[config.mk]
export PLATFORM = sky130hd
export DESIGN_NAME = corr_window_sequencer
export DESIGN_NICKNAME = d
export VERILOG_FILES = /design/src/rtl/corr_window_sequencer.sv
export SDC_FILE = /design/constraint.sdc
export NUM_CORES = 1
export LEC_CHECK = 0
export CORE_ASPECT_RATIO = 1.75
export CORE_MARGIN = 4
export CORE_UTILIZATION = 59
export DETAILED_ROUTE_END_ITERATION = 10
export GPL_ROUTABILITY_DRIVEN = 0
export PLACE_DENSITY_LB_ADDON = 0.1
export SLEW_MARGIN = 20
export SYNTH_ARGS = -nofsm -noshare
export SYNTH_HDL_FRONTEND = slang
export SYNTH_SLANG_ARGS = --single-unit
[constraint.sdc]
create_clock -name i_clk -period 5.9 [get_ports i_clk]
set_input_delay 0.59 -clock i_clk [delete_from_list [all_inputs] [get_ports i_clk]]
set_output_delay 0.59 -clock i_clk [all_outputs]
set_load 0.01 [all_outputs]
[src/rtl/corr_window_sequencer.sv]
// Window/timebase controller for the logdrop correlation counters: sample strobe,
// in-window time index, zero-counts pulse, latched window exponent and completion handshake.
module corr_window_sequencer #(
  parameter int TIME_W     = 8,
  parameter int PRESCALE_W = 16,
  parameter int WINIDX_W   = 16,
  localparam int EXP_W     = $clog2(TIME_W + 1)
) (
  input  logic                  i_clk,
  input  logic                  i_rst_n,
  input  logic                  i_enable,
  input  logic [PRESCALE_W-1:0] i_prescaleMax,
  input  logic [EXP_W-1:0]      i_windowLengthExp,
  input  logic                  i_winAck,
  input  logic                  i_clrOverrun,
  output logic                  o_cg,
  output logic [TIME_W-1:0]     o_t,
  output logic                  o_zeroCounts,
  output logic [EXP_W-1:0]      o_windowLengthExp,
  output logic                  o_winValid,
  output logic [WINIDX_W-1:0]   o_winIdx,
  output logic                  o_overrun
);

  localparam int MASK_W = TIME_W + 1;

  logic [PRESCALE_W-1:0] prescale;
  logic [TIME_W-1:0]     t_next;    // index the next strobe will carry

  logic             wrap;
  logic [EXP_W-1:0] exp_clamped;
  logic [EXP_W-1:0] win_exp;
  logic             next_is_last;
  logic             complete;
  logic             set_overrun;

  function automatic logic [MASK_W-1:0] last_index(input logic [EXP_W-1:0] e);
    return (MASK_W'(1) << e) - MASK_W'(1);
  endfunction

  // NOTE: every signal gets a value on every path through always_comb, so no latches are inferred.
  always_comb begin
    // ">=" also covers a max lowered below the current count: wrap on the next cycle.
    wrap         = i_enable && (prescale >= i_prescaleMax);
    exp_clamped  = (i_windowLengthExp > EXP_W'(TIME_W)) ? EXP_W'(TIME_W) : i_windowLengthExp;
    win_exp      = (t_next == '0) ? exp_clamped : o_windowLengthExp;
    next_is_last = ({1'b0, t_next} == last_index(win_exp));
    complete     = o_cg && ({1'b0, o_t} == last_index(o_windowLengthExp));
    set_overrun  = complete && o_winValid && !i_winAck;
  end

  // NOTE: sequential state uses non-blocking assignments so every register samples pre-edge values.
  always_ff @(posedge i_clk or negedge i_rst_n) begin
    if (!i_rst_n) begin
      prescale          <= '0;
      t_next            <= '0;
      o_cg              <= 1'b0;
      o_t               <= '0;
      o_zeroCounts      <= 1'b0;
      o_windowLengthExp <= '0;
      o_winValid        <= 1'b0;
      o_winIdx          <= '0;
      o_overrun         <= 1'b0;
    end else begin
      if (!i_enable) begin
        prescale     <= '0;
        t_next       <= '0;
        o_cg         <= 1'b0;
        o_t          <= '0;
        o_zeroCounts <= 1'b0;
      end else if (wrap) begin
        prescale          <= '0;
        o_cg              <= 1'b1;
        o_t               <= t_next;
        o_zeroCounts      <= (t_next == '0);
        o_windowLengthExp <= win_exp;
        t_next            <= next_is_last ? '0 : t_next + 1'b1;
      end else begin
        prescale     <= prescale + 1'b1;
        o_cg         <= 1'b0;
        o_zeroCounts <= 1'b0;
      end

      // The strobe that closed a window already reached the counters, so completion is not gated by enable.
      if (complete) begin
        o_winValid <= 1'b1;
        o_winIdx   <= o_winIdx + 1'b1;
      end else if (o_winValid && i_winAck) begin
        o_winValid <= 1'b0;
      end

      if (set_overrun) begin
        o_overrun <= 1'b1;
      end else if (i_clrOverrun) begin
        o_overrun <= 1'b0;
      end
    end
  end

endmodule

==> flow_summary.ini, run 1 <==
[synth]
synth_ff_type = dfrtp_1
ys_seq_area_share_pct = 37.9
syn_avg_cell_area_sq_um = 8.81
yosys_warnings = 0
synth-edff-count = 0
syn-instance-count = 420
synth_cell_types = 56
ys_ff_latch = 56
synthTopCellsByArea = dfrtp_1 38%, ha_1 7.4%, nor2_1 5.4%
synth_area_leader_cell = dfrtp_1
yosys.area.top_type_share_pct = 37.9
syn_area_sq_um = 3700
syn_nets = 467
async_flop_share_pct = 100

[cts]
clk_pin_slew_ns = 0.11
cts_sinks = 56
numCtsBuffers = 5
cts-resized-gates = 0
worstSkewPairLatency_ns = 0.33
cts_root_buf = clkbuf_8
cts_tree = built
post-cts-setup-buffer-count = 0
htreeDepth = 2
clock_path_buffers = 2
hold_buffers = 0

[min_path]
hold_class = in -> async

[critical_path]
reg2reg_from = o_windowLengthExp[1]$_DFFE_PN0P_
path_class = reg -> reg
rr_worst_depth = 10
timing.rr.end = o_winIdx[11]$_DFFE_PN0P_
worstSetupEndpointType = flip-flop
crit_required_ns = 6.13
crit_arrival_ns = 4.29
cp_max_fo = 20
cp-start-kind = flip-flop
r2r_slack_ns = 1.84

[detailed_routing]
dr.first_iter.drc_count = 264
routed_wl_mm = 9.01
vias = 3255
drtPass1Iterations = 4
drc = 0
viasPerCell = 6.03
ant_nets = 0
avgRoutedWirePerCell_um = 16.7

[pwr]
pwr-share-seq_pct = 55.3
swShare_pct = 27.7
leakage_nw = 1.97
p_clk_share_pct = 30.8
switchingPower_mw = 0.199
power_density_nw_per_um2 = 165
power.total_mw = 0.718
p_int_mw = 0.519
combPwrFrac_pct = 13.9
ir_drop_mv = 0.165

[sta]
final-hold-violation-count = 0
drv_slew = 0
period_share_pct = 68.8
worst_pin_slew_ns = 0.861
finClkSkew_ns = 0.0159
setup_viol = 0
setup-tns-final_ns = 0
clock.fmax_mhz = 246
period_needed_ns = 4.06
rsz0062_at_grt = false
relSlewSlack_pct = 42.4

[global_route]
use_met1_pct = 29.9
grt_max_degree = 57
global_route.usage.met2_pct = 44.6
grt_usage_pct = 25.9
grt_pass1_wl_mm = 15.3
grt_busiest_layer = met2
gr-usage-met3_pct = 3.67
grt_antenna_before_repair = 0
first_global_vias = 3306
grt_overflow = 0

[die]
dieWidth_um = 67.9
start_util_pct = 62.0
die_area_sq_um = 7650
core_sq_um = 5970
ios = 57
die_y_um = 113
row_count = 37

[job]
drv_cap = 0

[status]
status = finished, final reports clean

[layout]
final_nets = 508
fin_cells = 540
drive_above_1_share_pct = 5.41
diodes = 0
syn_to_final_growth_pct = 17.7
n_fill_cell = 462
fin_area_sq_um = 4350

[place]
dp_hpwl_mm = 6.76
place.port_buffers = 56
place_inst = 532
placed_area_sq_um = 4260
[placed cells by master, fill, tap and decap left out, types with 2 or more instances in the layout]
cell / n
a211oi_1: 6
a21oi_1: 13
and2_1: 3
and3_1: 16
clkbuf_8: 5
clkdlybuf4s50_1: 55
dfrtp_1: 56
ha_1: 22
inv_1: 31
mux2_2: 5
mux2i_1: 6
nand2_1: 31
nand2b_1: 4
nand3_1: 23
nand4_1: 9
nor2_1: 53
nor3_1: 8
nor4_1: 3
nor4b_1: 3
o2111ai_1: 2
o211ai_1: 6
o21ai_0: 18
o21bai_1: 2
o31ai_1: 3
o41ai_1: 3
or3_1: 3
or4b_2: 2
xnor2_1: 19
xor2_1: 22
[cells by family after synthesis]
family	share of synthesized area (%)
buf+inv	5.75
flops	37.9
compound gates	12.3
fa+ha+maj	7.44
xor+xnor	10.1
simple gates	23.3
mux	3.15
[per-stage QoR]
stage | hold WS, ns | setup slack [ns] | utilization (%)
after global placement | 0.467 | 1.98 | 71.4
final | 0.380 | 1.84 | 72.9
after floorplan | 0.294 | 2.46 | -
after global routing | 0.444 | 1.64 | 72.9
after detailed placement | 0.458 | 1.88 | 71.4
after CTS | 0.420 | 1.86 | 72.9
[power by group through the flow]
| stage | logic (mW) | registers [mW] | clock network, mW |
|---|---|---|---|
| after global routing | 0.112 | 0.398 | 0.240 |
| final | 0.0996 | 0.397 | 0.221 |
| after global placement | 0.0962 | 0.404 | 0 |
| after floorplan | 0.0586 | 0.401 | 0 |
| after CTS | 0.0997 | 0.397 | 0.227 |
| after detailed placement | 0.0988 | 0.405 | 0 |
[worst max path at each step]
| stage | endpoint | startpoint | cells after the start |
|---|---|---|---|
| floorplan | t_next[6]$_DFFE_PN0P_ | t_next[0]$_DFFE_PN0P_ | 17 |
| global placement | o_winIdx[11]$_DFFE_PN0P_ | o_windowLengthExp[1]$_DFFE_PN0P_ | 10 |
| detailed placement | o_winIdx[11]$_DFFE_PN0P_ | o_windowLengthExp[1]$_DFFE_PN0P_ | 10 |
| CTS | o_winIdx[11]$_DFFE_PN0P_ | o_windowLengthExp[1]$_DFFE_PN0P_ | 10 |
| global route | t_next[7]$_DFFE_PN0P_ | t_next[0]$_DFFE_PN0P_ | 15 |
| finish | o_winIdx[11]$_DFFE_PN0P_ | o_windowLengthExp[1]$_DFFE_PN0P_ | 10 |
[registers in the layout, indices dropped and copies added (netlist names)]
signal             cells
o_t                    8
o_winIdx              16
o_cg                   1
t_next                 8
o_windowLengthExp      4
o_zeroCounts           1
prescale              16
o_overrun              1
o_winValid             1
[Yosys cell counts (all sizes together) (3+ instances only)]
cell    instances
nor4            3
and2            3
dfrtp          56
a21oi          13
nor4b           3
nand2b          4
ha             22
nor3            9
and3           16
o211ai          6
nor2           54
o41ai           3
o31ai           3
nand3          23
nand2          31
o21ai          18
xnor2          20
mux2            5
or4b            3
mux2i           6
a211oi          6
buf             4
xor2           22
clkbuf         19
inv            31
or3             4
nand4           9
[area by class of cell]
class | instances | area [sq um] | share of cell area (%)
well taps | 78 | 97.6 | 2.24
clock buffers | 5 | 68.8 | 1.58
multi-input cells | 310 | 2090 | 47.9
inverters | 31 | 116 | 2.67
clock inverters | 3 | 21.3 | 0.489
flip-flops and latches | 56 | 1400 | 32.2
repair buffers | 57 | 563 | 12.9
[layer usage]
| layer | wire length [um] | vias up | part of all wire (%) |
|---|---|---|---|
| met3 | 384 | 41 | 4.3 |
| met1 | 3350 | 1557 | 37 |
| met5 | 0 | - | 0 |
| li1 | - | 1543 | - |
| met2 | 4830 | 114 | 54 |
| met4 | 444 | 0 | 4.9 |
[worst max-delay path: stages (launching register included)]
cell	delay, ns
dfrtp_1	0.61
or4_1	0.75
ha_1	0.41
xor2_1	0.25
xnor2_1	0.13
o21ai_0	0.18
a2111oi_4	0.37
nand4b_4	0.20
or3_1	0.54
or3_4	0.39
xnor2_2	0.13
(Power assumes the default switching activity.)
==> run 2, diff against run 1 <==
--- a/config.mk
+++ b/config.mk
@@ -7,7 +7,7 @@
 export LEC_CHECK = 0
 export CORE_ASPECT_RATIO = 1.75
 export CORE_MARGIN = 4
-export CORE_UTILIZATION = 59
+export CORE_UTILIZATION = 55
 export DETAILED_ROUTE_END_ITERATION = 10
 export GPL_ROUTABILITY_DRIVEN = 0
 export PLACE_DENSITY_LB_ADDON = 0.1
==> constraint.sdc (replaced) <==
create_clock -name i_clk -period 3.8 [get_ports i_clk]
set_input_delay 0.38 -clock i_clk [delete_from_list [all_inputs] [get_ports i_clk]]
set_output_delay 0.38 -clock i_clk [all_outputs]
set_load 0.01 [all_outputs]
==> flow_summary.ini, run 2 (synthesis results as in run 1) <==
[place]
place.port_buffers = 56
dp_hpwl_mm = 6.75

[layout]
final_cell_mix = 56 x dfrtp_1, 55 x clkdlybuf4s50_1, 53 x nor2_1
layout_commonest_cell = dfrtp_1
drive_above_1_share_pct = 8.81
diodes = 0
final_nets = 523
syn_to_final_growth_pct = 22.7
n_fill_cell = 561
top_regs = o_winIdx: 16 flops, prescale: 16 flops

[die]
start_util_pct = 56.6
row_count = 39
core_sq_um = 6540
dieWidth_um = 70
ios = 57
die_y_um = 117
die_area_sq_um = 8160

[detailed_routing]
avgRoutedWirePerCell_um = 15.9
dr.first_iter.drc_count = 178
viasPerCell = 5.79
routed_wl_mm = 8.89
vias = 3236
drc = 0
drtPass1Iterations = 4
ant_nets = 0

[sta]
setup_viol = 0
worst_pin_slew_ns = 0.950
period_share_pct = 92.0
setup-tns-final_ns = 0
finClkSkew_ns = 0.0108
rsz0062_at_grt = false
hold_ws_ns = 0.203
final-hold-violation-count = 0
period_needed_ns = 3.50
relSlewSlack_pct = 36.7
drv_slew = 0
clock.fmax_mhz = 286

[critical_path]
crit_required_ns = 4.00
cp_slowest_cell = or4b_4
cp_slowest_stage_delay_ns = 0.52
reg2reg_from = t_next[0]$_DFFE_PN0P_
cp-start-kind = flip-flop
worstSetupEndpointType = flip-flop
rr_worst_depth = 15
r2r_slack_ns = 0.30
cp_cell_sequence = inv_1 -> ha_1 -> or4b_4 -> nor2_2 -> nor2_1 -> a31oi_1 -> ha_2 -> nand2_1 -> a21oi_1 -> o221ai_1 -> and3_1 -> a311oi_1 -> and4_1 -> nand2_1 -> and3_1
path_class = reg -> reg
crit_arrival_ns = 3.70
cp_max_fo = 9
timing.rr.end = t_next[6]$_DFFE_PN0P_

[cts]
cts_sinks = 56
worstSkewPairLatency_ns = 0.31
cts_tree = built
cts_root_buf = clkbuf_16
clock_path_buffers = 2
numCtsBuffers = 5
hold_buffers = 0
htreeDepth = 2
clk_pin_slew_ns = 0.08
post-cts-setup-buffer-count = 0
cts-resized-gates = 0

[pwr]
power_density_nw_per_um2 = 278
leakage_nw = 2.08
ir_drop_mv = 0.346

[global_route]
grt_usage_pct = 23.1
grt_pass1_wl_mm = 15.0
grt_max_degree = 44
grt_antenna_before_repair = 0
first_global_vias = 3304
grt_overflow = 0

[min_path]
hold_class = in -> async

[status]
status = finished, final reports clean

[job]
drv_cap = 0
## run 2: changes by cell type in the layout (fill, tap and decap cells not counted), sizes merged
cell and change:
buf +15
## run 2: power by group
group / total (mW) / switching (mW) / internal (mW) / leakage [nW]
sequential: 0.609 / 0.00744 / 0.602 / 0.779
clock: 0.484 / 0.234 / 0.251 / 0.0719
combinational: 0.168 / 0.0901 / 0.0779 / 1.23
total: 1.26 / 0.331 / 0.930 / 2.08
## run 2: area by class of cell
| class | count | area (sq um) | share of cell area (%) |
|---|---|---|---|
| inverters | 31 | 116 | 2.56 |
| well taps | 82 | 103 | 2.26 |
| clock inverters | 3 | 27.5 | 0.606 |
| repair buffers | 72 | 676 | 14.9 |
| clock buffers | 5 | 125 | 2.76 |
| flip-flops and latches | 56 | 1400 | 30.9 |
| multi-input cells | 310 | 2090 | 46.1 |
## run 2: layer usage
layer	GRT usage, %	vias to the layer above	wire [um]
met3	4.13	29	342
li1	-	1582	-
met2	43.0	88	4810
met1	24.5	1537	3380
met4	12.4	0	353
met5	0	-	0
## run 2: critical path: cells and delay by family, from the launching register on
family / cells / cell delay (ns)
and+or+nand+nor: 8 / 1.61
AOI/OAI and AO/OA: 4 / 0.70
adders and majority gates: 2 / 0.48
DFF: 1 / 0.45
buffers and inverters: 1 / 0.15
## run 2: worst max-delay path by stage
stage	from	end	slack, ns	cells past startpoint
2_1_floorplan	t_next[0]$_DFFE_PN0P_	t_next[6]$_DFFE_PN0P_	0.36	17
3_3_place_gp	t_next[0]$_DFFE_PN0P_	t_next[6]$_DFFE_PN0P_	0.32	15
3_5_place_dp	t_next[0]$_DFFE_PN0P_	t_next[6]$_DFFE_PN0P_	0.24	15
4_1_cts	t_next[0]$_DFFE_PN0P_	t_next[6]$_DFFE_PN0P_	0.19	15
5_1_grt	t_next[0]$_DFFE_PN0P_	t_next[3]$_DFFE_PN0P_	0.001	15
6_report	t_next[0]$_DFFE_PN0P_	t_next[6]$_DFFE_PN0P_	0.30	15
## run 2: stage by stage
step / util, % / std cells / cell area, sq um / power (mW) / setup slack [ns]
floorplan: - / 420 / 3700 / 0.713 / 0.360
detailed placement: 67.0 / 551 / 4380 / 0.789 / 0.243
finish: 69.4 / 559 / 4540 / 1.26 / 0.303
global route: 69.4 / 559 / 4540 / 1.32 / 0.00124
global placement: 67.0 / 551 / 4380 / 0.785 / 0.325
CTS: 69.3 / 559 / 4530 / 1.28 / 0.191
==> run 3, diff against run 2 <==
--- a/config.mk
+++ b/config.mk
@@ -8,6 +8,7 @@
 export CORE_ASPECT_RATIO = 1.75
 export CORE_MARGIN = 4
 export CORE_UTILIZATION = 55
+export CTS_CLUSTER_DIAMETER = 60
 export DETAILED_ROUTE_END_ITERATION = 10
 export GPL_ROUTABILITY_DRIVEN = 0
 export PLACE_DENSITY_LB_ADDON = 0.1
==> constraint.sdc (replaced) <==
create_clock -name i_clk -period 3.8 [get_ports i_clk]
set_input_delay 0.38 -clock i_clk [delete_from_list [all_inputs] [get_ports i_clk]]
set_output_delay 0.38 -clock i_clk [all_outputs]
set_load 0.005 [all_outputs]
==> results of run 3 <==
Same layout as run 2 (identical final DEF). Status: finished, final reports clean.
==> edit, RTL diff (flow settings as in run 1) <==
Make the reset (`i_rst_n`) synchronous in one clocked block.
--- a/src/rtl/corr_window_sequencer.sv
+++ b/src/rtl/corr_window_sequencer.sv
@@ -51,5 +51,5 @@
 
   // NOTE: sequential state uses non-blocking assignments so every register samples pre-edge values.
-  always_ff @(posedge i_clk or negedge i_rst_n) begin
+  always_ff @(posedge i_clk) begin
     if (!i_rst_n) begin
       prescale          <= '0;
Check against the original RTL: differs if i_rst_n is asserted again (counterexample within 4 cycles, from zero or initial values and one cycle with i_rst_n low); with i_rst_n held inactive, the same outputs for 10 cycles.
==> edit against run 1 <==
  * Non-clock buffer count up 1
  * Power down 2.9%
  * Cell area down 1.3%
  * Sequential cell count unchanged
  * Worst setup slack worse by 0.076 ns
  * Area after synthesis down 2.6%
  * Synthesized cell count up 8.6%
  * Sequential share of layout area down 6.1 points
  * Routed wire length up 4.3%
==> edit: results (changes against run 1) <==
n_all_buffers: 58  # +1.8%
wl_met2_um: 4930  # +2.1%
wl_per_cell_um: 16.3  # -2.0%
hpwlAfterDp_um: 7100  # +5.1%
yosysSeqAreaShare: 0.311  # -0.0677
grt_use_met2: 0.451  # +0.00440
design.seq.count: 56  # unchanged
ys_types: 62  # +11%
globalRouteTotalUtil: 0.260  # +0.00133
synth_mux_area_frac: 0.0285  # -0.00298
use_met1: 0.295  # -0.00353
multi_input_area_mm2: 0.00226  # +8.5%
grt_max_degree: 23  # -60%
status: "finished, final reports clean"
synth.net_count: 503  # +7.7%
nNonClkInverters: 33  # +6.5%
synth_compound_area_frac: 0.194  # +0.0710
synth-xor-area-share: 0.0729  # -0.0285
synth_area_leaders: "dfxtp_1 (31%), ha_1 (7.6%), nor2_1 (4.8%)"
vias: 3523  # +8.2%
drt_iter0_drc: 215  # -19%
hold_class: "reg -> reg"
synth_commonest_cells: "dfxtp_1 (56), nor2_1 (46), a21oi_1 (34), nand2_1 (33), inv_1 (31)"
synthAdderAreaFrac: 0.0764  # +0.00199
dr_wl_met3_um: 449  # +17%
r2r_end: "t_next[1]"
multi_input_cells: 342  # +10%
gr-usage-met3: 0.0373  # +0.000593
crit_path_max_incr_delay_ns: 0.60  # -0.15 ns
buf_share: 0.134  # +0.00461
max_slew_margin: 0.534  # +0.109
ir_worst_vdd_v: 0.000145  # -12%
drive_gt1_frac: 0.0402  # -0.0139
cp_max_fo: 14  # -30%
fin_worst_skew_ns: 0.0109  # -0.00502 ns
synthFlopType: "dfxtp_1"
cpMaxStageDelayCell: "or4_4"
fillCellCount: 486  # +5.2%
synthArstFlopShare: 0  # -1.00
[edit: cell count changes after synthesis, sizes merged, moves of 8 or more]
cell,before,now
dfrtp,56,0
dfxtp,0,56
a21oi,13,34
or4,1,10
xor2,22,14
[edit: power breakdown]
group	switching, mW	total, mW	internal, mW
Clock	0.131	0.259	0.128
Sequential	0.000583	0.379	0.378
Combinational	0.0302	0.0588	0.0286
Total	0.162	0.697	0.535
[edit: how the worst min path moves through the flow]
stage | start | endpoint | depth (start not counted)
after detailed placement | prescale[0] | prescale[0] | 1
after global placement | prescale[0] | prescale[0] | 1
after floorplan | prescale[0] | prescale[0] | 1
after CTS | prescale[0] | prescale[0] | 1
final | prescale[0] | prescale[0] | 1
after global routing | prescale[0] | prescale[0] | 1
[edit: stage by stage]
step,hold WS (ns),setup WS (ns),instances,area (um2)
final,0.466,1.76,575,4300
after global routing,0.501,1.51,575,4300
after CTS,0.473,1.84,575,4300
after detailed placement,0.450,1.81,567,4180
after global placement,0.448,1.87,567,4180
after floorplan,0.430,2.41,456,3600
